[config.mk]
export PLATFORM = sky130hd
export DESIGN_NAME = decode_queue
export DESIGN_NICKNAME = d
export VERILOG_FILES = /design/src/rtl/decode_queue_pkg.sv /design/src/rtl/rv32i_decode_comb.sv /design/src/rtl/decode_queue.sv
export SDC_FILE = /design/constraint.sdc
export NUM_CORES = 1
export LEC_CHECK = 0
export CAP_MARGIN = 30
export CORE_MARGIN = 1
export CORE_UTILIZATION = 45
export CTS_BUF_LIST = sky130_fd_sc_hd__clkbuf_4
export DETAILED_ROUTE_END_ITERATION = 7
export PLACE_DENSITY = 0.69
export SKIP_LAST_GASP = 1
export SYNTH_ARGS = -nofsm -noshare
export SYNTH_HDL_FRONTEND = slang
export SYNTH_SLANG_ARGS = --single-unit
[constraint.sdc]
create_clock -name clk_in -period 3.38 [get_ports clk_in]
set_clock_uncertainty 0.15 [all_clocks]
set_input_delay 0.507 -clock clk_in [delete_from_list [all_inputs] [get_ports clk_in]]
set_output_delay 0.507 -clock clk_in [all_outputs]
set_load 0.05 [all_outputs]
[src/rtl/decode_queue_pkg.sv]
// Shared RV32I decode definitions: instruction type codes, opcodes and the
// decoded-entry record stored in the decode queue.
package decode_queue_pkg;

  localparam int TYPE_BIT = 6;

  typedef enum logic [TYPE_BIT-1:0] {
    TYPE_ILLEGAL = 6'd0,
    TYPE_LUI, TYPE_AUIPC, TYPE_JAL, TYPE_JALR,
    TYPE_BEQ, TYPE_BNE, TYPE_BLT, TYPE_BGE, TYPE_BLTU, TYPE_BGEU,
    TYPE_LB, TYPE_LH, TYPE_LW, TYPE_LBU, TYPE_LHU,
    TYPE_SB, TYPE_SH, TYPE_SW,
    TYPE_ADDI, TYPE_SLTI, TYPE_SLTIU, TYPE_XORI, TYPE_ORI, TYPE_ANDI,
    TYPE_SLLI, TYPE_SRLI, TYPE_SRAI,
    TYPE_ADD, TYPE_SUB, TYPE_SLL, TYPE_SLT, TYPE_SLTU, TYPE_XOR,
    TYPE_SRL, TYPE_SRA, TYPE_OR, TYPE_AND
  } inst_type_e;

  localparam logic [6:0] OPC_LUI    = 7'b0110111;
  localparam logic [6:0] OPC_AUIPC  = 7'b0010111;
  localparam logic [6:0] OPC_JAL    = 7'b1101111;
  localparam logic [6:0] OPC_JALR   = 7'b1100111;
  localparam logic [6:0] OPC_BRANCH = 7'b1100011;
  localparam logic [6:0] OPC_LOAD   = 7'b0000011;
  localparam logic [6:0] OPC_STORE  = 7'b0100011;
  localparam logic [6:0] OPC_OP_IMM = 7'b0010011;
  localparam logic [6:0] OPC_OP     = 7'b0110011;

  typedef struct packed {
    inst_type_e  op_type;
    logic [4:0]  rs1;
    logic [4:0]  rs2;
    logic [4:0]  rd;
    logic [31:0] imm;
    logic        illegal;
  } decoded_t;

  typedef struct packed {
    decoded_t    dec;
    logic [31:0] pc;
  } queue_entry_t;

endpackage

[src/rtl/rv32i_decode_comb.sv]
// Purely combinational RV32I decoder: raw word -> type, register fields,
// immediate and illegal flag. Illegal words report type 0, rd 0 and imm 0.
module rv32i_decode_comb
  import decode_queue_pkg::*;
(
  input  logic [31:0] inst,
  output decoded_t    dec
);

  logic [6:0]  opcode;
  logic [2:0]  funct3;
  logic [6:0]  funct7;
  logic [31:0] imm_i, imm_s, imm_b, imm_u, imm_j, imm_sh;
  inst_type_e  op;
  logic [4:0]  rd_sel;
  logic [31:0] imm_sel;
  logic        illegal;

  assign opcode = inst[6:0];
  assign funct3 = inst[14:12];
  assign funct7 = inst[31:25];

  assign imm_i  = {{20{inst[31]}}, inst[31:20]};
  assign imm_s  = {{20{inst[31]}}, inst[31:25], inst[11:7]};
  assign imm_b  = {{19{inst[31]}}, inst[31], inst[7], inst[30:25], inst[11:8], 1'b0};
  assign imm_u  = {inst[31:12], 12'b0};
  assign imm_j  = {{11{inst[31]}}, inst[31], inst[19:12], inst[20], inst[30:21], 1'b0};
  assign imm_sh = {27'b0, inst[24:20]};

  // NOTE: every always_comb output gets a default first so no path can infer a latch.
  always_comb begin
    op      = TYPE_ILLEGAL;
    rd_sel  = inst[11:7];
    imm_sel = '0;
    case (opcode)
      OPC_LUI:   begin op = TYPE_LUI;   imm_sel = imm_u; end
      OPC_AUIPC: begin op = TYPE_AUIPC; imm_sel = imm_u; end
      OPC_JAL:   begin op = TYPE_JAL;   imm_sel = imm_j; end
      OPC_JALR:  begin
        imm_sel = imm_i;
        if (funct3 == 3'b000) op = TYPE_JALR;
      end
      OPC_BRANCH: begin
        imm_sel = imm_b;
        rd_sel  = '0;
        case (funct3)
          3'b000:  op = TYPE_BEQ;
          3'b001:  op = TYPE_BNE;
          3'b100:  op = TYPE_BLT;
          3'b101:  op = TYPE_BGE;
          3'b110:  op = TYPE_BLTU;
          3'b111:  op = TYPE_BGEU;
          default: op = TYPE_ILLEGAL;
        endcase
      end
      OPC_LOAD: begin
        imm_sel = imm_i;
        case (funct3)
          3'b000:  op = TYPE_LB;
          3'b001:  op = TYPE_LH;
          3'b010:  op = TYPE_LW;
          3'b100:  op = TYPE_LBU;
          3'b101:  op = TYPE_LHU;
          default: op = TYPE_ILLEGAL;
        endcase
      end
      OPC_STORE: begin
        imm_sel = imm_s;
        rd_sel  = '0;
        case (funct3)
          3'b000:  op = TYPE_SB;
          3'b001:  op = TYPE_SH;
          3'b010:  op = TYPE_SW;
          default: op = TYPE_ILLEGAL;
        endcase
      end
      OPC_OP_IMM: begin
        imm_sel = imm_i;
        case (funct3)
          3'b000: op = TYPE_ADDI;
          3'b010: op = TYPE_SLTI;
          3'b011: op = TYPE_SLTIU;
          3'b100: op = TYPE_XORI;
          3'b110: op = TYPE_ORI;
          3'b111: op = TYPE_ANDI;
          3'b001: begin
            imm_sel = imm_sh;
            if (funct7 == 7'b0000000) op = TYPE_SLLI;
          end
          default: begin
            imm_sel = imm_sh;
            if (funct7 == 7'b0000000)      op = TYPE_SRLI;
            else if (funct7 == 7'b0100000) op = TYPE_SRAI;
          end
        endcase
      end
      OPC_OP: begin
        case ({funct7, funct3})
          10'b0000000_000: op = TYPE_ADD;
          10'b0100000_000: op = TYPE_SUB;
          10'b0000000_001: op = TYPE_SLL;
          10'b0000000_010: op = TYPE_SLT;
          10'b0000000_011: op = TYPE_SLTU;
          10'b0000000_100: op = TYPE_XOR;
          10'b0000000_101: op = TYPE_SRL;
          10'b0100000_101: op = TYPE_SRA;
          10'b0000000_110: op = TYPE_OR;
          10'b0000000_111: op = TYPE_AND;
          default:         op = TYPE_ILLEGAL;
        endcase
      end
      default: op = TYPE_ILLEGAL;
    endcase
  end

  assign illegal     = (op == TYPE_ILLEGAL);
  assign dec.op_type = op;
  assign dec.rs1     = inst[19:15];
  assign dec.rs2     = inst[24:20];
  assign dec.rd      = illegal ? 5'd0 : rd_sel;
  assign dec.imm     = illegal ? 32'd0 : imm_sel;
  assign dec.illegal = illegal;

endmodule

[src/rtl/decode_queue.sv]
// Buffered RV32I decode stage: decodes fetched words on entry and holds them in
// a DEPTH-entry FIFO with valid/ready on both sides, flush and global pause.
module decode_queue
  import decode_queue_pkg::*;
#(
  parameter  int DEPTH = 4,
  localparam int PTR_W = $clog2(DEPTH)
) (
  input  logic                clk_in,
  input  logic                rst_in,
  input  logic                rdy_in,
  input  logic                flush_in,
  input  logic                in_valid,
  output logic                in_ready,
  input  logic [31:0]         in_inst,
  input  logic [31:0]         in_pc,
  output logic                out_valid,
  input  logic                out_ready,
  output logic [TYPE_BIT-1:0] out_type,
  output logic [4:0]          out_rs1,
  output logic [4:0]          out_rs2,
  output logic [4:0]          out_rd,
  output logic [31:0]         out_imm,
  output logic [31:0]         out_pc,
  output logic                out_illegal,
  output logic [PTR_W:0]      count_out
);

  localparam logic [PTR_W:0] FULL_CNT = (PTR_W + 1)'(DEPTH);
  localparam logic [PTR_W:0] ONE_CNT  = (PTR_W + 1)'(1);

  decoded_t         in_dec;
  queue_entry_t     mem [DEPTH];
  queue_entry_t     head_entry;
  logic [PTR_W-1:0] head, tail;
  logic [PTR_W:0]   count;
  logic             push, pop;

  rv32i_decode_comb u_decode (
    .inst (in_inst),
    .dec  (in_dec)
  );

  // Full blocks a push even when a pop happens in the same cycle (no write-through).
  assign in_ready  = rdy_in && !flush_in && (count != FULL_CNT);
  assign out_valid = rdy_in && !flush_in && (count != '0);
  assign push      = in_valid && in_ready;
  assign pop       = out_valid && out_ready;

  // NOTE: sequential state uses non-blocking assignments so every register samples pre-edge values.
  always_ff @(posedge clk_in or posedge rst_in) begin
    if (rst_in) begin
      head  <= '0;
      tail  <= '0;
      count <= '0;
    end else if (rdy_in) begin
      if (flush_in) begin
        head  <= '0;
        tail  <= '0;
        count <= '0;
      end else begin
        if (push) tail <= tail + 1'b1;
        if (pop)  head <= head + 1'b1;
        if (push && !pop)      count <= count + ONE_CNT;
        else if (pop && !push) count <= count - ONE_CNT;
      end
    end
  end

  // NOTE: storage is deliberately not reset; head data is meaningless while out_valid is low.
  always_ff @(posedge clk_in) begin
    if (push) mem[tail] <= '{dec: in_dec, pc: in_pc};
  end

  assign head_entry  = mem[head];
  assign out_type    = head_entry.dec.op_type;
  assign out_rs1     = head_entry.dec.rs1;
  assign out_rs2     = head_entry.dec.rs2;
  assign out_rd      = head_entry.dec.rd;
  assign out_imm     = head_entry.dec.imm;
  assign out_pc      = head_entry.pc;
  assign out_illegal = head_entry.dec.illegal;
  assign count_out   = count;

endmodule

; Word level (Yosys, flattened, before mapping)
; Memories as Yosys holds them, arrays and structs flattened.
; Cells that the tools add are included.
[word_totals]
ff_bits = 7
ram_bits = 344
input_bits = 70
out_inout_bits = 91
memories = 1
[mem_list]
columns = name, depth, width, read_ports, rd_clocked_by_memory_dff, wr, line
row1 = mem, 4, 86, 1, 0, 1, decode_queue.sv:33  ; queue_entry_t mem [DEPTH];
[op_classes]
n_addsub = 4
eq_ne = 27
n_mux = 24
n_reduce_logical = 25
[op_table]
columns = cell, count
row1 = one-hot mux 32 bit (6 select lines), 1
row2 = two-way mux 32 bit, 2
row3 = one-hot mux 6 bit (10 select lines), 1
row4 = one-hot mux 6 bit (9 select lines), 1
row5 = one-hot mux 6 bit (7 select lines), 1
row6 = "equality test 10 x 3 -> 1 bit, second input constant", 4
row7 = "equality test 7 x 6 -> 1 bit, second input constant", 4
row8 = one-hot mux 4 bit (6 select lines), 1
row9 = "equality test 7 bit, second input constant", 3
row10 = "equality test 10 x 2 -> 1 bit, second input constant", 2
row11 = "equality test 10 x 9 -> 1 bit, second input constant", 2
row12 = two-way mux 5 bit, 4
row13 = one-hot mux 4 bit (5 select lines), 1
row14 = one-hot mux 5 bit (3 select lines), 1
row15 = "equality test 7 x 5 -> 1 bit, second input constant", 2
row16 = "equality test 3 bit, second input constant", 4
row17 = two-way mux 3 bit, 4
row18 = "equality test 10 x 1 -> 1 bit, second input constant", 1
row19 = logical NOT 10 bit, 1
row20 = two-way mux 2 bit, 4
row21 = "equality test 7 x 2 -> 1 bit, second input constant", 1
row22 = logical AND 1 bit, 7
row23 = logical NOT 7 bit, 1
row24 = "equality test 3 x 2 -> 1 bit, second input constant", 2
row25 = 15 further kinds, 25

; Depth between registers and ports, before layout
; Gate-level depths: netlist of the first run.
[logic_depth]
word_depth = 9
depth_mapped = 10
ltp_nobuf = 9

; Modules after synthesis
; A second synthesis of the first run with hierarchy kept.
[unflattened]
cells_unflattened = 730
area_unflattened_um2 = 14291.2
[modules_own_cells]
columns = mod, instances, cells_per_inst, area_each_um2, seq_area_each_um2
row1 = decode_queue, 1, 500, 12876.1, 10505.1
row2 = rv32i_decode_comb, 1, 230, 1415.1, 0.0

; Least setup slack after synthesis of the first run
; Ideal clock, no wire load.
[synth_timing]
path_kind = reg2reg
start = register count[1] (netlist: count_out[1])
end = memory mem[0][0] (netlist name) (enable)
setup_ns = 0.454
t_arrival_ns = 3.272
path_slack_ns = -0.496
path_stages_with_launch = 4
period_less_slack_ns = 3.876
cell_sequence = dfrtp_1 -> nor2_1 -> a211oi_2 -> and2_1
[synth_via]
elab_chain_len = 5
[synth_rtl]
columns = item, line
row1 = "start, declared", decode_queue.sv:36  ; logic [PTR_W:0] count;
row2 = "start signal, assigned", decode_queue.sv:64  ; if (push && !pop) count <= count + ONE_CNT;
row3 = "start signal, assigned", decode_queue.sv:65  ; else if (pop && !push) count <= count - ONE_CNT;
row4 = != test 3 bit, decode_queue.sv:45  ; assign in_ready = rdy_in && !flush_in && (count != FULL_CNT);
row5 = logical AND 1 bit, decode_queue.sv:45
row6 = logical AND 1 bit, decode_queue.sv:47  ; assign push = in_valid && in_ready;
row7 = two-way mux 1 bit, decode_queue.sv:72  ; if (push) mem[tail] <= '{dec: in_dec, pc: in_pc};
row8 = two-way mux 1 bit (implied by the code), decode_queue.sv:72
row9 = "end, declared", decode_queue.sv:33
; Every way passes these cells.

; Worst setup path in the final report of the first run
[layout_timing]
start = register head[0]
end = output port out_pc[19]
[layout_via]
elab_chain_len = 1
[layout_rtl]
columns = item, line
row1 = "start, declared", decode_queue.sv:35  ; logic [PTR_W-1:0] head, tail;
row2 = "start signal, assigned", decode_queue.sv:63  ; if (pop) head <= head + 1'b1;
row3 = memory read (4 x 86 bit), -
row4 = "end, declared", decode_queue.sv:24  ; output logic [31:0] out_pc,
; Every way passes these cells.

==> flow_summary.json, run 1 <==
{
  "outcome": "complete, but fails checks",
  "violations": "design-rule violations",
  "power_frac_seq_pct": 37.6,
  "crit_type": "register to output port",
  "rsz0062_at_grt": "false",
  "synth_flop_cell": "edfxtp_1",
  "dr.pass1.iters": 8,
  "critical_path_arrival_ns": 2.63,
  "wl_microns": 30600,
  "cts_root_buf": "clkbuf_4",
  "required_ns": 2.72,
  "start_kind": "register",
  "worst_slew_pin_slew_ns": 0.569,
  "die_area_sq_mm": 0.0323,
  "drv_cap": 0,
  "fp.dieH_microns": 180,
  "relSlewSlack_pct": 62.2,
  "grt_pass1_wl_microns": 47800,
  "vdd_drop_max_v": 0.000553,
  "period_needed_ns": 3.28,
  "port_buffers": 160,
  "place.gp.congestion": 0.901,
  "internal-power_uw": 8560,
  "seq_area_frac_synth_pct": 73.9,
  "setup_viol": 0,
  "synthArstFlopShare_pct": 1.99,
  "core-area_sq_mm": 0.0308,
  "grt.total_usage_pct": 19.5,
  "clock_path_buffers": 3,
  "whs_ns": 0.290,
  "synth_fp_nets": 795,
  "ys_types": 65,
  "antenna_found_initial": 2,
  "cts_tree": "yes",
  "avgViaCountPerCell": 5.49,
  "p_comb_share_pct": 38.0,
  "synth_most_common_cell": "edfxtp_1",
  "die_w_microns": 180,
  "p_sw_uw": 4860,
  "power_density_mw_per_mm2": 746,
  "min_path_type": "input port to register",
  "clk_latency_ns": 0.70,
  "dr_total_vias": 8050,
  "ys_top_cells_by_area": "edfxtp_1 73%, mux4_2 14%, a21oi_1 1.7%",
  "wl_per_cell_microns": 20.8,
  "regToRegSetupSlack_ns": 1.24,
  "yosys_warnings": 0,
  "areaGrowthSynthToFinish_pct": 26.5,
  "p_clk_share_pct": 24.4,
  "io_pins": 161,
  "htree_levels": 3,
  "yosys.area.top_type": "edfxtp_1",
  "synth-edff-count": 344,
  "power_uw": 13400,
  "rows": 64,
  "grt_pass1_vias": 8448,
  "overflow": 0,
  "fin_util_pct": 58.3,
  "syn_avg_cell_area_sq_um": 19.7,
  "cp_max_fo": 4,
  "syn_area_sq_mm": 0.0142,
  "p_sw_share_pct": 36.2,
  "syn_inst": 720,
  "synth-seq-cells": 351,
  "synth_top_area_share_pct": 72.7,
  "clk_pin_slew_ns": 0.07,
  "initial_core_util_pct": 46.1,
  "dp_hpwl_microns": 19900,
  "drtAntennaViolNets": 0,
  "nets": 1091,
  "cts_buffers": 88,
  "endpoint_kind": "output port",
  "drc": 24,
  "drive_gt1_share_pct": 37.4,
  "post-route-period-util_pct": 97.2,
  "final_hold_viol_count": 0,
  "cts_sinks": 351,
  "netlist_top_cells_count": "344 x edfxtp_1, 86 x mux4_2, 47 x a21oi_1, 24 x nand2_1, 23 x a21oi_2",
  "p_leak_uw": 0.00627,
  "max_freq_ghz": 0.305,
  "grt_max_degree": 36,
  "initialDrtViolationCount": 644,
  "slew_viol_final": 0
}
-- logic make-up (layout without fill, tap and decap cells) --
group                    after synthesis  count (layout)  synth area share [%]
buffers and inverters                 57             406                  1.95
XOR/XNOR                               3               3                 0.185
other                                  0               2                     0
AO/OA/AOI/OAI                        122             122                  5.90
flip-flops                           351             351                  73.9
AND/OR/NAND/NOR                       95              95                  3.86
adder cells (fa/ha/maj)                5               5                 0.493
multiplexers                          87              87                  13.7
-- worst paths after layout --
kind | cells past startpoint | endpoint | startpoint
setup / recovery | 4 | out_pc[19] | head[0]
hold / removal | 1 | mem[3][6] | in_pc[6]
setup reg to reg | 8 | count_out[2] | count_out[1]
hold reg to reg | 1 | tail[0] | tail[0]
max in group asynchronous | 3 | head[1] | rst_in
min in group asynchronous | 3 | tail[1] | rst_in
-- sequential cells by signal (all words and copies together), names as in the netlist --
name	cells
count_out	3
head	2
mem	344
tail	2
-- through the flow --
stage / worst slack, ns / setup TNS [ns] / std cells / cell area (sq um)
after floorplan: 0.435 / 0 / 720 / 14200
after global placement: -0.176 / -12.88 / 1313 / 16800
after detailed placement: -0.131 / -6.77 / 1313 / 16800
after CTS: 0.000899 / 0 / 1465 / 18000
after global routing: 0.0000975 / 0 / 1466 / 18000
final: 0.0963 / 0 / 1467 / 18000
-- layout make-up --
class | count | area [sq um]
clock inverter | 18 | 87.6
timing repair buffer | 252 | 2450
sequential | 351 | 10500
clock buffer | 125 | 938
inverter | 11 | 41.3
multi-input combinational | 312 | 3450
antenna | 2 | 5.00
fill | 2362 | 12900
tap | 396 | 495
-- routing by layer --
metal | GRT usage (%) | vias to the layer above | wire length, microns
li1 | - | 3632 | -
met2 | 31.8 | 292 | 15000
met3 | 4.66 | 59 | 2090
met5 | 0 | - | 0
met4 | 7.28 | 0 | 719
met1 | 25.6 | 4067 | 12700
-- power by group through the flow --
stage               Sequential (uW)  Clock (uW)  Combinational, uW
floorplan                      5130           0               3440
global placement               5270           0               4910
detailed placement             5280           0               4930
CTS                            5040        3390               5180
global route                   5060        3620               5330
finish                         5040        3270               5100
-- placed cells by master, fill, tap and decap left out, types with 3 or more instances in the layout --
cell type	Yosys	final
a22o_1	4	4
and2_1	8	4
and3_1	4	4
buf_4	1	119
clkdlybuf4s50_1	0	90
a21oi_2	23	23
and2_4	0	4
nor2b_1	7	7
a211oi_1	3	3
o211ai_1	3	3
clkinv_1	0	12
nor2_1	15	15
dlymetal6s2s_1	0	6
clkinv_4	0	4
nor4_1	5	4
inv_1	11	11
a21oi_1	47	47
nand3b_1	3	3
nand2_1	24	24
nand2b_1	6	6
ha_1	4	4
dfrtp_1	7	5
edfxtp_1	344	344
o21ai_0	13	13
clkbuf_4	0	125
nor3_1	3	3
o31ai_1	3	3
nand3_1	3	3
mux4_2	86	86
buf_12	0	21
dlygate4sd2_1	0	14
a22oi_1	4	4
-- critical path, stage by stage, from the launching register on --
cell and delay [ns]:
dfrtp_4 0.49, buf_12 0.14, buf_4 0.16, mux4_2 0.43
clkdlybuf4s50_1 0.73
-- repair_timing --
| action | in CTS | in global routing |
|---|---|---|
| hold endpoints to repair | 7 | 0 |
| endpoints found under the setup margin | 71 | 6 |
| setup buffers | 8 | 0 |
| gates cloned | 0 | 0 |
| gates resized for setup | 14 | 6 |
| hold buffers | 1 | 0 |
Power figures use the tool's default switching activity.
==> run 2: changes to the inputs <==
--- a/config.mk
+++ b/config.mk
@@ -8,7 +8,7 @@
 export CAP_MARGIN = 30
 export CORE_MARGIN = 1
 export CORE_UTILIZATION = 45
-export CTS_BUF_LIST = sky130_fd_sc_hd__clkbuf_4
+export CTS_BUF_LIST = sky130_fd_sc_hd__clkbuf_16
 export DETAILED_ROUTE_END_ITERATION = 7
 export PLACE_DENSITY = 0.69
 export SKIP_LAST_GASP = 1
==> flow_summary.json, run 2 (synthesis results as in run 1) <==
{
  "outcome": "complete, but fails checks",
  "violations": "design-rule violations",
  "endpoint_kind": "output port",
  "dp_hpwl_microns": 19900,
  "cts_buffers": 37,
  "drive_gt1_share_pct": 32.1,
  "port_buffers": 160,
  "final_hold_viol_count": 0,
  "place_ws_ns": -0.131,
  "drc": 24,
  "power_density_mw_per_mm2": 771,
  "core-area_sq_mm": 0.0308,
  "antenna_found_initial": 1,
  "top_register": "mem",
  "initialDrtViolationCount": 568,
  "dr_total_vias": 7774,
  "mostFrequentLayoutCell": "edfxtp_1",
  "rows": 64,
  "vdd_drop_max_v": 0.000545,
  "initial_core_util_pct": 46.1,
  "fin_util_pct": 58.5,
  "areaGrowthSynthToFinish_pct": 26.9,
  "place_inst": 1313,
  "rsz0062_at_grt": "false",
  "clk_latency_ns": 0.50,
  "io_pins": 161,
  "start_kind": "register",
  "crit_type": "register to output port",
  "place_area_sq_mm": 0.0168,
  "cts_tree": "yes",
  "ctsHoldBuffers": 0,
  "max_freq_ghz": 0.307,
  "htree_levels": 2,
  "nets": 1037,
  "grt.total_usage_pct": 18.9,
  "power_uw": 13900,
  "min_path_type": "input port to async pin",
  "worst_slew_pin_slew_ns": 0.731,
  "overflow": 0,
  "slew_viol_final": 0,
  "layout_common_cells": "344 x edfxtp_1, 119 x buf_4, 109 x clkdlybuf4s50_1",
  "relSlewSlack_pct": 51.3,
  "drv_cap": 0,
  "grt_pass1_vias": 7976,
  "critical_path_arrival_ns": 2.60,
  "final_cells": 1385,
  "die_area_sq_mm": 0.0323,
  "setup_viol": 0,
  "worst_slack_ns": 0.124,
  "required_ns": 2.72,
  "place.gp.congestion": 0.901,
  "clock_path_buffers": 3,
  "cts_root_buf": "clkbuf_16",
  "cts_sinks": 351,
  "grt_pass1_wl_microns": 46600,
  "avgViaCountPerCell": 5.61,
  "clk_pin_slew_ns": 0.06,
  "dr.pass1.iters": 8,
  "fp.dieH_microns": 180,
  "post-route-period-util_pct": 96.3,
  "largest_register_ffs": 344,
  "p_leak_uw": 0.00613,
  "die_w_microns": 180,
  "wl_per_cell_microns": 21.6,
  "period_needed_ns": 3.26,
  "grt_max_degree": 50,
  "fin_area_sq_mm": 0.0180,
  "cp_max_fo": 49,
  "wl_microns": 29900,
  "drtAntennaViolNets": 0
}
-- run 2: cell count changes in the layout (fill, tap and decap cells not counted), sizes merged --
cell,change
dlygate4sd2,-13
diode,-1
bufinv,+2
clkinv,+1
dlymetal6s2s,-6
buf,-2
clkbuf,-86
inv,+4
clkinvlp,+1
dlygate4sd3,-1
clkdlybuf4s50,+19
-- run 2: worst paths after layout --
kind | endpoint | from | slack [ns] | cells after the start
max reg2reg | count_out[2] | count_out[1] | 1.25 | 8
min | count_out[0] | rst_in | 0.1 | 2
max in group asynchronous | head[1] | rst_in | 2.72 | 2
max | out_pc[19] | head[1] | 0.12 | 2
min in group clk_in | tail[0] | tail[0] | 0.41 | 1
min reg2reg | tail[0] | tail[0] | 0.41 | 1
-- run 2: repair_timing --
action                     CTS  global route
gates resized for setup      1             0
buffers inserted             6             0
setup endpoints to repair   10             0
-- run 2: metal layers --
layer  wire [microns]  global-route usage (%)
met1            12600                    26.0
met2            14700                    31.1
met3             2010                    3.50
met4              603                    5.48
met5                0                       0
-- run 2: worst max-delay path, cell delays in order, from the launching register on --
cell             delay (ns)
dfrtp_4                0.89
mux4_2                 0.34
clkdlybuf4s50_1        0.82
-- run 2: final cells by class --
| cell class | instances | area (sq um) |
|---|---|---|
| Multi-Input combinational cell | 312 | 3450 |
| Antenna cell | 1 | 2.50 |
| Inverter | 11 | 41.3 |
| Tap cell | 396 | 495 |
| Sequential cell | 351 | 10500 |
| Clock inverter | 26 | 171 |
| Clock buffer | 39 | 976 |
| Fill cell | 2321 | 12800 |
| Timing Repair Buffer | 249 | 2390 |
-- run 2: power by group --
part	switching (uW)	total, uW	internal, uW
combinational	3070	5020	1950
clock	1550	3790	2230
sequential	170	5110	4940
total	4800	13900	9120
-- run 2: stage by stage --
| stage | hold slack (ns) | setup TNS [ns] |
|---|---|---|
| finish | 0.0995 | 0 |
| global route | 0.131 | 0 |
| global placement | 0.402 | -12.88 |
| floorplan | 0.160 | 0 |
| CTS | 0.0793 | 0 |
| detailed placement | 0.406 | -6.77 |
